==> src/rtl/halfadd_accum.sv <==
// Accumulates a stream of 2-bit half-adder results {C,S} over a fixed number of samples.
// Optional macro ACC_SAT_EN makes an overflowing add saturate instead of wrapping.
module halfadd_accum #(
    parameter int ACC_W       = 8,
    parameter int NUM_SAMPLES = 4,
    localparam int CNT_W      = $clog2(NUM_SAMPLES + 1)
) (
    input  logic             CLK,
    input  logic             RST,
    input  logic             start,
    input  logic             in_valid,
    input  logic             C,
    input  logic             S,
    output logic             in_ready,
    output logic [ACC_W-1:0] acc_out,
    output logic [CNT_W-1:0] count,
    output logic             done,
    output logic             ovf
);

    typedef enum logic [1:0] {
        IDLE  = 2'd0,
        ACCUM = 2'd1,
        DONE  = 2'd2
    } state_t;

    localparam logic [CNT_W-1:0] LAST_CNT = CNT_W'(NUM_SAMPLES - 1);

    state_t           state_q;
    state_t           state_d;
    logic             clear;
    logic             accept;
    logic [ACC_W:0]   sum;
    logic [ACC_W-1:0] acc_nxt;

    // One extra bit on the left captures the carry out of the accumulator.
    assign sum = {1'b0, acc_out} + {{(ACC_W-1){1'b0}}, C, S};

`ifdef ACC_SAT_EN
    // Once saturated, the total stays pinned at full scale until the next start.
    assign acc_nxt = (sum[ACC_W] || ovf) ? '1 : sum[ACC_W-1:0];
`else
    assign acc_nxt = sum[ACC_W-1:0];
`endif

    assign in_ready = (state_q == ACCUM);
    assign done     = (state_q == DONE);

    always_comb begin
        // NOTE: every output of this block gets a default first, so no path leaves one unassigned and no latch is inferred.
        state_d = state_q;
        clear   = 1'b0;
        accept  = 1'b0;
        case (state_q)
            IDLE, DONE: begin
                if (start) begin
                    clear   = 1'b1;
                    state_d = ACCUM;
                end
            end
            ACCUM: begin
                if (in_valid) begin
                    accept = 1'b1;
                    if (count == LAST_CNT) begin
                        state_d = DONE;
                    end
                end
            end
            default: state_d = IDLE;
        endcase
    end

    always_ff @(posedge CLK) begin
        // NOTE: non-blocking assignments so every register samples pre-edge values regardless of statement order.
        if (RST) begin
            state_q <= IDLE;
            acc_out <= '0;
            count   <= '0;
            ovf     <= 1'b0;
        end else begin
            state_q <= state_d;
            if (clear) begin
                acc_out <= '0;
                count   <= '0;
                ovf     <= 1'b0;
            end else if (accept) begin
                acc_out <= acc_nxt;
                count   <= count + CNT_W'(1);
                ovf     <= ovf | sum[ACC_W];
            end
        end
    end

endmodule
==> config.mk <==
export PLATFORM = sky130hd
export DESIGN_NAME = halfadd_accum
export DESIGN_NICKNAME = d
export VERILOG_FILES = /design/src/rtl/halfadd_accum.sv
export SDC_FILE = /design/constraint.sdc
export NUM_CORES = 1
export LEC_CHECK = 0
export ABC_AREA = 1
export ABC_CLOCK_PERIOD_IN_PS = 1900
export CAP_MARGIN = 20
export CORE_ASPECT_RATIO = 1.25
export CORE_MARGIN = 3
export CORE_UTILIZATION = 46
export DETAILED_ROUTE_END_ITERATION = 10
export PLACE_DENSITY = 0.76
export SETUP_SLACK_MARGIN = 0.3
export SYNTH_ARGS = -nofsm -noshare
export SYNTH_HDL_FRONTEND = slang
export SYNTH_SLANG_ARGS = --single-unit
export TNS_END_PERCENT = 10
==> constraint.sdc <==
create_clock -name CLK -period 1.9 [get_ports CLK]
set_input_delay 0.285 -clock CLK [delete_from_list [all_inputs] [get_ports CLK]]
set_output_delay 0.285 -clock CLK [all_outputs]
set_load 0.005 [all_outputs]
==> summary.md <==
| Metric | Value |
|---|---|
| Hpwl dp | approximately 1.1 mm |
| Most frequent cell after synthesis | nand2_1 |
| DR WL/cell | about 10 um |
| Worst hold stages | 4 |
| Number of CTS-inserted buffers | 3 |
| Count of cell types in the netlist | 19 |
| Row count | 15 |
| Congestion Overflow GR | 0 |
| Area grow syn2layout | 36.6% |
| Top cell type's share of synthesized area | 0.374 |
| # port buffers | 19 |
| Synth Flop Type | dfxtp_1 |
| Critical Path Slowest Stage Cell | clkdlybuf4s50_1 |
| Pre-CTS WS | -0.0601 ns |
| EDFF count, synth | 0 |
| Number of I/O pins | 20 |
| Clk slew on worst S/H paths | 0.08 ns |
| Nets@finish | 142 |
| CP startpoint kind | flop |
| GP Congestion | approximately 0.79 |
| Vias in the first global route | about 660 |
| Fmax | approximately 620 MHz |
| Slew @ Worst Pin | around 0.23 ns |
| Sequential area share after synthesis | 0.374 |
| Final Hold Fails | 0 |
| Worst EP required | ~1.6 ns |
| Final setup viols | 0 |
| Ranking of synthesized cells by area | dfxtp_1 (37%), nand2_1 (14%), inv_1 (9.5%), ha_1 (6.7%), a21oi_1 (6.0%) |
| Int Power | between 400 and 500 uW |
| Hold Crit Class | input port to flop |
| Power density cells | 569 nW/um^2 |
| Initial antenna violation count | 0 |
| GR Util met1 | 0.198 |
| Total track usage | 0.159 |
| Cell mode on critical path | inv_1 |
| CTS tree | built |
| Net Sw Power | 136 uW |
| Final worst slack | between 0.2 and 0.3 ns |
| Syn. warnings | 0 |
| CP Cell Sequence | inv_1 -> nand2_1 -> inv_1 -> clkdlybuf4s50_1 |
| CTS HTree Levels | 1 |
| Max Cap Viol | 0 |
| Cells after Synth | approximately 110 |
| Largest net degree at the start of global routing | 12 |
| Worst Setup End Kind | primary output |
| Via count | 705 |
| Hold-fix buffers at CTS | 0 |
| Cell Area, Synth | about 750 um^2 |
| Worst slew margin | 0.848 |
| Post-synthesis net count | 117 |
| Clock Skew | 0.000609 ns |
| Share of layout cells above drive strength 1 | 0.131 |
| Die height | between 50 and 60 um |
| Final ANT Viol Nets | 0 |
| Status | completed |
| Initial Util | 0.512 |
| Drc violations | 0 |
| LEAKAGE | approximately 0.45 nW |
| Detailed Route Iter0 Violations | 3 |
| Die area | about 2200 um^2 |
| Unrepaired setup endpoints after global routing | yes |
| First-pass GRT wire length | 2.64 mm |
| Synthesized flop and latch total | 14 |
| Max FO, Critical Path | 3 |
| Synthesized area per cell | about 7.1 um^2 |
| Setup TNS | 0 ns |
| Reg power frac | 0.524 |
| Worst skew pair latency | about 0.28 ns |
| Root Buffer | clkbuf_4 |
| Vias per cell | approximately 4.8 |
| Clock buffer depth | 2 |
| Cell taking the most area after synthesis | dfxtp_1 |
| Max-slew violation count | 0 |
| Maximum vdd drop | roughly 400 uV |
| Worst EP arrival | ~1.3 ns |
| Core area | around 1500 um^2 |
| Met2 Use GR | 0.255 |
| CTS sink count | 14 |
| Drt pass-1 iters | 2 |
| Switching share of power | 0.233 |
| Clock group share of total power | 0.366 |
| Fraction of registers with async set/reset | 0 |
| Die W | roughly 42 um |
| Final core occ | 0.699 |
| Post-synth top cells | nand2_1 (28), inv_1 (19), dfxtp_1 (14) |
| Period Utilization, post-route | 0.844 |
| Comb power frac | 0.111 |
| Met3 GRT Util | 0.0282 |
| Fillers | 130 |
| GRT Max-Usage Layer | met2 |
| Final wirelength | 1.48 mm |
| R2R cell count | 10 |
| Ant diodes | 0 |
| Setup Crit Path Kind | flop to primary output |
| Tmin final | roughly 1.6 ns |
| Largest stage delay on the critical path | just under 0.5 ns |
## per-layer routing
layer | vias up | share of wire | routed length, um
met2 | 15 | 0.47 | 699
met4 | 0 | 0.020 | 29
li1 | 375 | - | -
met5 | - | 0 | 0
met1 | 311 | 0.46 | 681
met3 | 4 | 0.043 | 64
## power by group through the flow
stage	clock network, mW	logic [mW]	registers (mW)
floorplan	0	0.0350	0.311
global placement	0	0.0621	0.311
detailed placement	0	0.0632	0.311
CTS	0.218	0.0649	0.305
global route	0.232	0.0728	0.306
finish	0.213	0.0644	0.305
## sequential cells by signal (all words and copies together) (netlist names)
name	count
count	3
acc_out	8
ovf	1
state_q	2
## final cells by class
type,count,area [um^2],share of cell area
Inverter,21,83.8,0.0819
Clock buffer,4,36.3,0.0355
Sequential cell,14,283,0.276
Tap cell,17,21.3,0.0208
Timing Repair Buffer,21,208,0.203
Multi-Input combinational cell,70,392,0.383
## metrics by stage
step	cell area (um^2)	hold WS, ns	power, mW	instances
3_3_place_gp	957	0.470	0.373	142
5_1_grt	1020	0.525	0.610	147
4_1_cts	1010	0.492	0.588	146
6_report	1020	0.430	0.582	147
2_1_floorplan	749	0.354	0.346	106
3_5_place_dp	957	0.476	0.374	142
## critical path, delay by kind of cell (launching register included)
| family | cells | cell delay (ns) |
|---|---|---|
| buf+inv | 3 | 0.67 |
| simple gates | 1 | 0.06 |
| flops | 1 | 0.30 |
## layout by cell type, fill, tap and decap left out
cell,instances
o21ai_0,2
dlymetal6s2s_1,1
clkbuf_8,1
o21bai_1,1
nor3_1,1
xor2_1,1
a21oi_1,9
nor2_4,1
nand3_1,6
o21ai_1,1
ha_1,3
o21ai_2,1
ha_2,1
inv_1,18
dfxtp_1,12
clkbuf_4,3
buf_4,2
clkdlybuf4s50_1,18
nor2_1,12
dfxtp_2,2
nand2_1,28
clkinv_4,1
fa_2,1
nand3_4,2
inv_2,2
## final timing paths
check	from	to	slack, ns
setup / recovery	state_q[1]	in_ready	0.30
setup reg to reg	acc_out[0]	acc_out[6]	0.43
hold / removal	S	acc_out[0]	0.43
hold reg to reg	count[1]	count[1]	0.49
## cells by family (layout without fill, tap and decap cells)
logic type	count (synthesis)	count (layout)	synth area share
AND/OR/NAND/NOR	50	50	0.292
buffers and inverters	22	46	0.127
AO/OA/AOI/OAI	14	14	0.102
flip-flops	14	14	0.374
adder cells (fa/ha/maj)	5	5	0.0935
XOR/XNOR	1	1	0.0117
## repair_timing
| item | 4_1_cts | 5_1_grt |
|---|---|---|
| pin swaps | 1 | 3 |
| gates resized for setup | 6 | 2 |
| endpoints found under the hold margin | 0 | 0 |
| setup buffers | 0 | 1 |
| setup endpoints to repair | 5 | 8 |
Power figures use the tool's default switching activity.
